### src/rtl/tpu_host_driver_if.sv
// rtl/tpu_host_driver_if.sv - command, response and TPU operand/result bus bundle for the host driver
interface tpu_host_driver_if;
    logic        cmd_valid;
    logic        cmd_ready;
    logic [7:0]  cmd_a;
    logic [7:0]  cmd_b;
    logic        rsp_valid;
    logic        rsp_ready;
    logic [15:0] rsp_data;
    logic        rsp_err;
    logic        tpu_sync;
    logic        tpu_out_HL;
    logic [7:0]  tpu_input1;
    logic [7:0]  tpu_input2;
    logic        tpu_ready;
    logic        tpu_error;
    logic [15:0] tpu_out;
    logic [7:0]  err_count;

    modport master (
        input  cmd_valid, cmd_a, cmd_b, rsp_ready, tpu_ready, tpu_error, tpu_out,
        output cmd_ready, rsp_valid, rsp_data, rsp_err, tpu_sync, tpu_out_HL,
               tpu_input1, tpu_input2, err_count
    );

    modport slave (
        output cmd_valid, cmd_a, cmd_b, rsp_ready, tpu_ready, tpu_error, tpu_out,
        input  cmd_ready, rsp_valid, rsp_data, rsp_err, tpu_sync, tpu_out_HL,
               tpu_input1, tpu_input2, err_count
    );
endinterface

### src/rtl/tpu_host_driver.sv
// rtl/tpu_host_driver.sv - buffers operand pairs, runs them through the TPU one at a time, returns results
module tpu_host_driver #(
    parameter int FIFO_DEPTH = 4,
    parameter int TIMEOUT    = 255,
    parameter int TO_W       = 8
) (
    input  logic              clk,
    input  logic              reset,
    tpu_host_driver_if.master bus
);
    localparam int PW = $clog2(FIFO_DEPTH);

    typedef enum logic [2:0] {IDLE, ISSUE, WAIT, ACK, RESP} state_t;

    state_t          state;
    logic [7:0]      mem_a [FIFO_DEPTH];
    logic [7:0]      mem_b [FIFO_DEPTH];
    logic [PW-1:0]   wr_ptr;
    logic [PW-1:0]   rd_ptr;
    logic [PW:0]     count;
    logic [TO_W-1:0] to_cnt;

    logic            rsp_valid;
    logic [15:0]     rsp_data;
    logic            rsp_err;
    logic            tpu_sync;
    logic            tpu_out_HL;
    logic [7:0]      tpu_input1;
    logic [7:0]      tpu_input2;
    logic [7:0]      err_count;

    logic            cmd_ready;
    logic            push;
    logic            pop;
    logic            abort;
    logic            more_after_pop;
    logic [PW-1:0]   rd_next;
    logic [7:0]      next_a;
    logic [7:0]      next_b;

    assign cmd_ready = (count != (PW+1)'(FIFO_DEPTH));
    assign push      = bus.cmd_valid && cmd_ready;
    assign pop       = (state == RESP) && bus.rsp_ready;
    assign rd_next   = rd_ptr + PW'(1);

    // Error wins over a simultaneous ready; timeout only when the TPU stays silent.
    assign abort = bus.tpu_error || (!bus.tpu_ready && (to_cnt == TO_W'(TIMEOUT - 1)));

    // The follow-on command may be arriving in the very cycle the only queued one retires.
    assign more_after_pop = (count > (PW+1)'(1)) || push;
    assign next_a = (count > (PW+1)'(1)) ? mem_a[rd_next] : bus.cmd_a;
    assign next_b = (count > (PW+1)'(1)) ? mem_b[rd_next] : bus.cmd_b;

    always_ff @(posedge clk) begin
        if (push) begin
            mem_a[wr_ptr] <= bus.cmd_a;
            mem_b[wr_ptr] <= bus.cmd_b;
        end
    end

    always_ff @(posedge clk) begin
        if (reset) begin
            wr_ptr <= '0;
            rd_ptr <= '0;
            count  <= '0;
        end else begin
            if (push) wr_ptr <= wr_ptr + PW'(1);
            if (pop)  rd_ptr <= rd_next;
            if (push && !pop)      count <= count + (PW+1)'(1);
            else if (pop && !push) count <= count - (PW+1)'(1);
        end
    end

    always_ff @(posedge clk) begin
        if (reset) begin
            state      <= IDLE;
            to_cnt     <= '0;
            rsp_valid  <= 1'b0;
            rsp_data   <= '0;
            rsp_err    <= 1'b0;
            tpu_sync   <= 1'b0;
            tpu_out_HL <= 1'b0;
            tpu_input1 <= '0;
            tpu_input2 <= '0;
            err_count  <= '0;
        end else begin
            tpu_sync   <= 1'b0;
            tpu_out_HL <= 1'b0;
            case (state)
                IDLE: begin
                    if (count != '0) begin
                        state      <= ISSUE;
                        tpu_sync   <= 1'b1;
                        tpu_input1 <= mem_a[rd_ptr];
                        tpu_input2 <= mem_b[rd_ptr];
                    end
                end
                ISSUE: begin
                    to_cnt <= '0;
                    state  <= WAIT;
                end
                WAIT: begin
                    to_cnt <= to_cnt + TO_W'(1);
                    if (abort) begin
                        rsp_err   <= 1'b1;
                        rsp_data  <= '0;
                        rsp_valid <= 1'b1;
                        state     <= RESP;
                        if (err_count != 8'hFF) err_count <= err_count + 8'd1;
                    end else if (bus.tpu_ready) begin
                        rsp_err    <= 1'b0;
                        rsp_data   <= bus.tpu_out;
                        tpu_out_HL <= 1'b1;
                        state      <= ACK;
                    end
                end
                ACK: begin
                    rsp_valid <= 1'b1;
                    state     <= RESP;
                end
                RESP: begin
                    if (bus.rsp_ready) begin
                        rsp_valid <= 1'b0;
                        if (more_after_pop) begin
                            state      <= ISSUE;
                            tpu_sync   <= 1'b1;
                            tpu_input1 <= next_a;
                            tpu_input2 <= next_b;
                        end else begin
                            state      <= IDLE;
                            tpu_input1 <= '0;
                            tpu_input2 <= '0;
                        end
                    end
                end
                default: state <= IDLE;
            endcase
        end
    end

    assign bus.cmd_ready  = cmd_ready;
    assign bus.rsp_valid  = rsp_valid;
    assign bus.rsp_data   = rsp_data;
    assign bus.rsp_err    = rsp_err;
    assign bus.tpu_sync   = tpu_sync;
    assign bus.tpu_out_HL = tpu_out_HL;
    assign bus.tpu_input1 = tpu_input1;
    assign bus.tpu_input2 = tpu_input2;
    assign bus.err_count  = err_count;
endmodule

### src/flat_wrapper.sv
// flat-port wrapper written by rule: the top's interface ports become plain ports
module tpu_host_driver_flat 
#(
    parameter int FIFO_DEPTH = 4,
    parameter int TIMEOUT    = 255,
    parameter int TO_W       = 8
)
  (clk, reset, bus_cmd_valid, bus_cmd_a, bus_cmd_b, bus_rsp_ready, bus_tpu_ready, bus_tpu_error, bus_tpu_out, bus_cmd_ready, bus_rsp_valid, bus_rsp_data, bus_rsp_err, bus_tpu_sync, bus_tpu_out_HL, bus_tpu_input1, bus_tpu_input2, bus_err_count);
  tpu_host_driver_if bus_i ();
  input  logic clk;
  input  logic reset;
  input wire logic [$bits(bus_i.cmd_valid)-1:0] bus_cmd_valid;
  input wire logic [$bits(bus_i.cmd_a)-1:0] bus_cmd_a;
  input wire logic [$bits(bus_i.cmd_b)-1:0] bus_cmd_b;
  input wire logic [$bits(bus_i.rsp_ready)-1:0] bus_rsp_ready;
  input wire logic [$bits(bus_i.tpu_ready)-1:0] bus_tpu_ready;
  input wire logic [$bits(bus_i.tpu_error)-1:0] bus_tpu_error;
  input wire logic [$bits(bus_i.tpu_out)-1:0] bus_tpu_out;
  output wire logic [$bits(bus_i.cmd_ready)-1:0] bus_cmd_ready;
  output wire logic [$bits(bus_i.rsp_valid)-1:0] bus_rsp_valid;
  output wire logic [$bits(bus_i.rsp_data)-1:0] bus_rsp_data;
  output wire logic [$bits(bus_i.rsp_err)-1:0] bus_rsp_err;
  output wire logic [$bits(bus_i.tpu_sync)-1:0] bus_tpu_sync;
  output wire logic [$bits(bus_i.tpu_out_HL)-1:0] bus_tpu_out_HL;
  output wire logic [$bits(bus_i.tpu_input1)-1:0] bus_tpu_input1;
  output wire logic [$bits(bus_i.tpu_input2)-1:0] bus_tpu_input2;
  output wire logic [$bits(bus_i.err_count)-1:0] bus_err_count;
  assign bus_i.cmd_valid = bus_cmd_valid;
  assign bus_i.cmd_a = bus_cmd_a;
  assign bus_i.cmd_b = bus_cmd_b;
  assign bus_i.rsp_ready = bus_rsp_ready;
  assign bus_i.tpu_ready = bus_tpu_ready;
  assign bus_i.tpu_error = bus_tpu_error;
  assign bus_i.tpu_out = bus_tpu_out;
  assign bus_cmd_ready = bus_i.cmd_ready;
  assign bus_rsp_valid = bus_i.rsp_valid;
  assign bus_rsp_data = bus_i.rsp_data;
  assign bus_rsp_err = bus_i.rsp_err;
  assign bus_tpu_sync = bus_i.tpu_sync;
  assign bus_tpu_out_HL = bus_i.tpu_out_HL;
  assign bus_tpu_input1 = bus_i.tpu_input1;
  assign bus_tpu_input2 = bus_i.tpu_input2;
  assign bus_err_count = bus_i.err_count;
  tpu_host_driver #(.FIFO_DEPTH(FIFO_DEPTH), .TIMEOUT(TIMEOUT), .TO_W(TO_W)) u_core (.clk(clk), .reset(reset), .bus(bus_i));
endmodule
### config.mk
export PLATFORM = sky130hd
export DESIGN_NAME = tpu_host_driver_flat
export DESIGN_NICKNAME = d
export VERILOG_FILES = /design/src/rtl/tpu_host_driver_if.sv /design/src/rtl/tpu_host_driver.sv /design/src/flat_wrapper.sv
export SDC_FILE = /design/constraint.sdc
export NUM_CORES = 1
export LEC_CHECK = 0
export ABC_AREA = 1
export CORE_MARGIN = 5
export CORE_UTILIZATION = 52
export CTS_BUF_LIST = sky130_fd_sc_hd__clkbuf_8
export DETAILED_ROUTE_END_ITERATION = 10
export PLACE_DENSITY = 0.8
export REMOVE_ABC_BUFFERS = 1
export SYNTH_ARGS = -nofsm -noshare
export SYNTH_HDL_FRONTEND = slang
export SYNTH_SLANG_ARGS = --single-unit
### constraint.sdc
create_clock -name clk -period 2 [get_ports clk]
set_input_delay 0.4 -clock clk [delete_from_list [all_inputs] [get_ports clk]]
set_output_delay 0.4 -clock clk [all_outputs]
set_load 0.02 [all_outputs]
# Word-level counts from Yosys, hierarchy flattened
# Memories as Yosys holds them, arrays and structs flattened. A register that Yosys moved wholly into a read port is not among the register bits.
# Index checks and enable logic that the tools add are counted.
word_totals:
  reg_bits: 62
  latch_bits: 0
  ram_bits: 64
  mem_bits_ro: 0
  out_inout_bits: 45
  memories: 2
memory_table:
  columns: ["memory", "depth", "word_bits", "rd", "rd_clocked_by_memory_dff", "write_ports", "line", "text"]
  rows:
  - ["u_core.mem_a", 4, 8, 2, 1, 1, "tpu_host_driver.sv:16", "logic [7:0] mem_a [FIFO_DEPTH];"]
  - ["u_core.mem_b", 4, 8, 2, 1, 1, "tpu_host_driver.sv:17", "logic [7:0] mem_b [FIFO_DEPTH];"]
classes:
  n_addsub: 6
  mul: 0
  div: 0
  magnitude_cmp: 1
  eq_ne: 11
  shifts: 0
  mux: 37
  bitwise: 1
  reduce_logical: 23
ops:
  columns: ["op", "n"]
  rows:
  - ["8-bit two-way mux", 8]
  - ["8-bit one-hot mux with 2 select lines", 3]
  - ["16-bit two-way mux", 2]
  - ["3-bit two-way mux", 6]
  - ["8-bit by 1-bit adder with 8-bit output (second input constant)", 2]
  - ["3-bit one-hot mux with 5 select lines", 1]
  - ["3-bit AND reduction", 4]
  - ["1-bit two-way mux", 11]
  - ["8-bit == test (second input constant)", 1]
  - ["2-bit two-way mux", 4]
  - ["8-bit != test (second input constant)", 1]
  - ["2-bit nonzero test", 4]
  - ["3-bit by 2-bit == test with 1-bit output (second input constant)", 2]
  - ["3-bit nonzero test", 2]
  - ["1-bit logical AND", 5]
  - ["2-bit by 1-bit adder with 2-bit output (second input constant)", 2]
  - ["2-bit by 1-bit != test with 1-bit output (second input constant)", 2]
  - ["3-bit by 1-bit adder with 3-bit output (second input constant)", 1]
  - ["3-bit by 1-bit == test with 1-bit output (second input constant)", 1]
  - ["3-bit == test (second input constant)", 1]
  - ["3-bit by 1-bit greater-than comparator with 1-bit output (second input constant)", 1]
  - ["1-bit logical NOT", 3]
  - ["3-bit logical NOT", 1]
  - ["3-bit by 2-bit != test with 1-bit output (second input constant)", 1]
  - ["9 further kinds", 10]

# Depth between registers and ports, before layout
logic_depth:
  depth_word: 6
  ltp_mapped: 11

# Worst setup path after synthesis
# OpenSTA, ideal clock, no wires.
synth_path:
  kind: "register to register"
  start: "register u_core.count[0]"
  end: "memory u_core.mem_a[0][0] (enable)"
  arrival_time_ps: 1775
  path_slack_ps: -164
  stages_incl_launch_ff: 6
  synth_period_minus_slack_ps: 2164
  cell_sequence: "dfxtp_1 inv_1 ha_1 nand2_1 nand2_1 nor2_1"
synth_via:
  elab_chain_len: 4
synth_lines:
  columns: ["item", "line", "text"]
  rows:
  - ["from (decl)", "tpu_host_driver.sv:20", "logic [PW:0] count;"]
  - ["from (signal assigned)", "tpu_host_driver.sv:69", "if (push && !pop) count <= count + (PW+1)'(1);"]
  - ["from (signal assigned)", "tpu_host_driver.sv:70", "else if (pop && !push) count <= count - (PW+1)'(1);"]
  - ["3-bit != test", "tpu_host_driver.sv:41", "assign cmd_ready = (count != (PW+1)'(FIFO_DEPTH));"]
  - ["named net bus_cmd_ready", "flat_wrapper.sv:19", "output wire logic [$bits(bus_i.cmd_ready)-1:0] bus_cmd_ready;"]
  - ["1-bit logical AND", "tpu_host_driver.sv:42", "assign push = bus.cmd_valid && cmd_ready;"]
  - ["1-bit two-way mux", "tpu_host_driver.sv:55", "if (push) begin"]
  - ["1-bit two-way mux (not written as such)", "tpu_host_driver.sv:56", "mem_a[wr_ptr] <= bus.cmd_a;"]
  - ["to (decl)", "tpu_host_driver.sv:16", null]
# The timed path passes the listed nets, and every way through them passes these cells.

# Final worst setup path
layout_path:
  start: "register u_core.err_count[3], in the netlist u_core.bus.err_count[3]"
  end: "output bus_err_count[3]"
layout_rtl:
  columns: ["item", "line", "text"]
  rows:
  - ["from (decl)", "tpu_host_driver.sv:30", "logic [7:0] err_count;"]
  - ["from (signal assigned)", "tpu_host_driver.sv:109", "if (err_count != 8'hFF) err_count <= err_count + 8'd1;"]
  - ["to (decl)", "flat_wrapper.sv:27", "output wire logic [$bits(bus_i.err_count)-1:0] bus_err_count;"]
# No word-level cell between the ends.

==> results by group <==
Run status
  – Outcome: finished clean

Place
  – Post-Place Cell Area: approximately 7400 µm²
  – Count of port buffers added during placement: 82
  – Placed cells: between 1k and 1.5k
  – Detailed-placement wirelength estimate: 10.2 mm
  – Placer's final routability congestion estimate: approximately 0.86

Detailed routing
  – Starting DRC count in detailed routing: a little under 500
  – Wire length after detailed routing: approximately 15 mm
  – Number of antenna-violating nets in the routed design: 0
  – DRC viols: 0
  – Average wire per standard cell: approximately 14 µm
  – Vias/cell: roughly 5.2
  – First-pass DRT Iterations: 5
  – Number of vias after detailed routing: between 5k and 6k

Worst setup path
  – Max FO, Critical Path: 5
  – Delay of the slowest cell on the worst path: 640 ps
  – Gate family responsible for the most delay along the worst path: buffers and inverters
  – WP buf/inv: 1
  – Cell with the largest stage delay on the worst path: sky130_fd_sc_hd__clkdlybuf4s50_1
  – Worst Setup Path Type: reg -> out
  – Arrival time of the worst setup path: between 1500 and 2000 ps
  – Type of element capturing the critical path: output pin
  – Worst endpoint required time: 1600 ps
  – Worst setup SP type: flip-flop
  – Cell breakdown of the critical path: clkdlybuf4s50_1

Finish
  – Final cell count without fillers: 1057
  – Final design area excluding fillers: 7830 µm²
  – Nets: 947
  – Area added between synthesis and finish: 25.8%
  – Share of layout cells above drive strength 1: 0.0868
  – Filler Cell Count: a little under 1k
  – Antenna cells: 0

Timing
  – Setup repair after global routing missed its margin: false
  – Final Cycle Share: 0.957
  – Relative slew margins: 0.556
  – Smallest hold slack: 473 ps
  – Fmax: between 0.5 and 0.6 GHz
  – Sum of negative setup slack: 0 ps
  – Actual transition at the worst max-transition pin: 665 ps
  – Count of final setup violators: 0
  – Final setup skew: between 10 and 15 ps
  – Post-route minimum period: approximately 1900 ps
  – Number of hold violations in the final report: 0
  – Final-report max-slew violation count: 0

Logic synthesis
  – Most used standard cells in the synthesized netlist: sky130_fd_sc_hd__nand2_1, sky130_fd_sc_hd__nor2_1, sky130_fd_sc_hd__nand3_1
  – Largest cells by area after synthesis: sky130_fd_sc_hd__edfxtp_1, sky130_fd_sc_hd__dfxtp_1, sky130_fd_sc_hd__nand2_1
  – Most frequent cell after synthesis: sky130_fd_sc_hd__nand2_1
  – Number of standard cells after synthesis: around 800
  – YS warnings: 0
  – Register bit count reported by yosys: between 100 and 150
  – Sequential cell area fraction in the yosys report: 0.515
  – Synthesized cell area: slightly above 6000 µm²
  – Avg Synthesized Cell Area: just under 8 µm²
  – Number of synthesized flops with an enable pin: between 60 and 70
  – Synth top area share: 0.309
  – Yosys top cell by area: sky130_fd_sc_hd__edfxtp_1
  – Post-synth top flop: sky130_fd_sc_hd__edfxtp_1
  – Distinct cell type count of the synthesized netlist: 29
  – FFs w/ async S/R, synth: 0

Min path
  – Path category of the worst min-delay check: reg -> reg

Pwr
  – Total power: around 0.008 W
  – Leakage power figure: approximately 3.4 nW
  – Power Dens Cells: between 1000 and 1500 nW/µm²
  – Worst vdd ir: around 730 µV

Flow run
  – Number of max-cap violations: 0

Clock tree
  – CTS tree: built
  – H-Tree Depth: 4
  – Clock sink total: ~130
  – Clock tree root driver cell: sky130_fd_sc_hd__clkbuf_8
  – Largest buffer count on any clock path: 2
  – Clock network latency to the later pin of the worst-skew pair: 450 ps
  – Clock input transition at the sequential cells of the worst setup and hold paths: 70 ps
  – Number of buffers inserted during clock tree synthesis: 17

Floorplanning
  – Core outline area: about 12000 µm²
  – Die width: approximately 120 µm
  – Die Footprint: around 14000 µm²
  – Total I/O pin count: 83
  – Die Y-Extent: around 120 µm
  – Row cnt: 40
  – Initial core utilization: 0.524

Global route
  – Number of global-route vias before repair: between 5k and 6k
  – Remaining Overflow, GRT: 0
  – GRT Overall Usage: 0.219
  – Initial antenna violation count: 0
  – Maximum number of pins on one net before global-route repair: 33
  – First-pass GRT wire length: between 20 and 25 mm
-- metrics by stage --
| step | util | setup slack [ps] |
|---|---|---|
| 3_3_place_gp | 0.621 | 155 |
| 2_1_floorplan | - | -164 |
| 4_1_cts | 0.660 | 0.545 |
| 6_report | 0.660 | 85.3 |
| 3_5_place_dp | 0.621 | 114 |
| 5_1_grt | 0.660 | 17.2 |
-- worst reg2reg max path, stage by stage, from the launching register on --
cell                      delay (ps)
sky130_fd_sc_hd__dfxtp_2         340
sky130_fd_sc_hd__inv_1           130
sky130_fd_sc_hd__ha_1            210
sky130_fd_sc_hd__nand2_1         100
sky130_fd_sc_hd__nand2_1          90
sky130_fd_sc_hd__inv_1            50
sky130_fd_sc_hd__ha_1            320
sky130_fd_sc_hd__nor2_1          110
sky130_fd_sc_hd__o21ai_0         100
sky130_fd_sc_hd__o21ai_0         150
sky130_fd_sc_hd__a21oi_1          50
-- sequential cells by signal, summed over array words and instances (netlist names), 2 cells and up, named ones only --
signal	cells
u_core.bus.tpu_input1	8
u_core.state	3
u_core.mem_a	32
u_core.bus.rsp_data	16
u_core.rd_ptr	2
u_core.wr_ptr	2
u_core.count	3
u_core.bus.tpu_input2	8
u_core.to_cnt	8
u_core.mem_b	32
u_core.bus.err_count	8
-- final cells by class --
| type | instances | area (µm²) | area share |
|---|---|---|---|
| repair buffers | 115 | 1130 | 0.145 |
| well taps | 147 | 184 | 0.0235 |
| multi-input cells | 563 | 2570 | 0.328 |
| clock inverters | 14 | 214 | 0.0273 |
| clock buffers | 18 | 248 | 0.0316 |
| inverters | 72 | 275 | 0.0352 |
| flip-flops and latches | 128 | 3200 | 0.409 |
-- power by group --
group | leakage (nW) | internal, W | switching [W]
logic | 2.06 | 0.000917 | 0.00142
clock network | 0.226 | 0.00151 | 0.00104
registers | 1.11 | 0.00307 | 0.000167
-- kinds of logic (layout without fill, tap and decap cells) --
group / after synthesis / count (layout) / synth area share
flip-flops: 128 / 128 / 0.515
AND/OR/NAND/NOR: 451 / 451 / 0.304
buffers and inverters: 108 / 219 / 0.0716
adder cells (fa/ha/maj): 12 / 12 / 0.0241
XOR/XNOR: 4 / 4 / 0.00563
AO/OA/AOI/OAI: 96 / 96 / 0.0793
-- what timing repair did --
item	in CTS	in global routing
setup buffers	0	0
resized for setup	3	4
setup endpoints to repair	1	3
endpoints found under the hold margin	0	0
hold buffers	0	0
-- placed cells by master, fill, tap and decap left out, types with 4 or more instances in the layout --
cell type                           n
sky130_fd_sc_hd__a21oi_1           43
sky130_fd_sc_hd__buf_12             5
sky130_fd_sc_hd__buf_4             28
sky130_fd_sc_hd__bufinv_16          5
sky130_fd_sc_hd__clkbuf_8          18
sky130_fd_sc_hd__clkdlybuf4s50_1   79
sky130_fd_sc_hd__clkinv_4           5
sky130_fd_sc_hd__dfxtp_1           63
sky130_fd_sc_hd__edfxtp_1          64
sky130_fd_sc_hd__ha_1              12
sky130_fd_sc_hd__inv_1             69
sky130_fd_sc_hd__nand2_1          236
sky130_fd_sc_hd__nand2_2            4
sky130_fd_sc_hd__nand3_1           72
sky130_fd_sc_hd__nand4_1           18
sky130_fd_sc_hd__nor2_1           110
sky130_fd_sc_hd__nor3_1             4
sky130_fd_sc_hd__o21ai_0           48
-- path summary, 6_finish.rpt --
check	cells past startpoint	to	slack (ps)	from
hold reg to reg	2	u_core.bus.rsp_err$_SDFFE_PP0P_	470	u_core.bus.rsp_err$_SDFFE_PP0P_
setup reg to reg	10	u_core.count[2]$_SDFFE_PP0P_	240	u_core.count[0]$_SDFFE_PP0P_
hold / removal	2	u_core.bus.rsp_err$_SDFFE_PP0P_	470	u_core.bus.rsp_err$_SDFFE_PP0P_
setup / recovery	1	bus_err_count[3]	90	u_core.bus.err_count[3]$_SDFFE_PP0P_
-- routing by layer --
layer  share of wire  wire [µm]  track usage
met4           0.017        266       0.0780
met1            0.43       6660        0.284
met5               0          0            0
met3           0.068       1050       0.0584
met2            0.48       7350        0.355
Power figures use the tool's default switching activity.
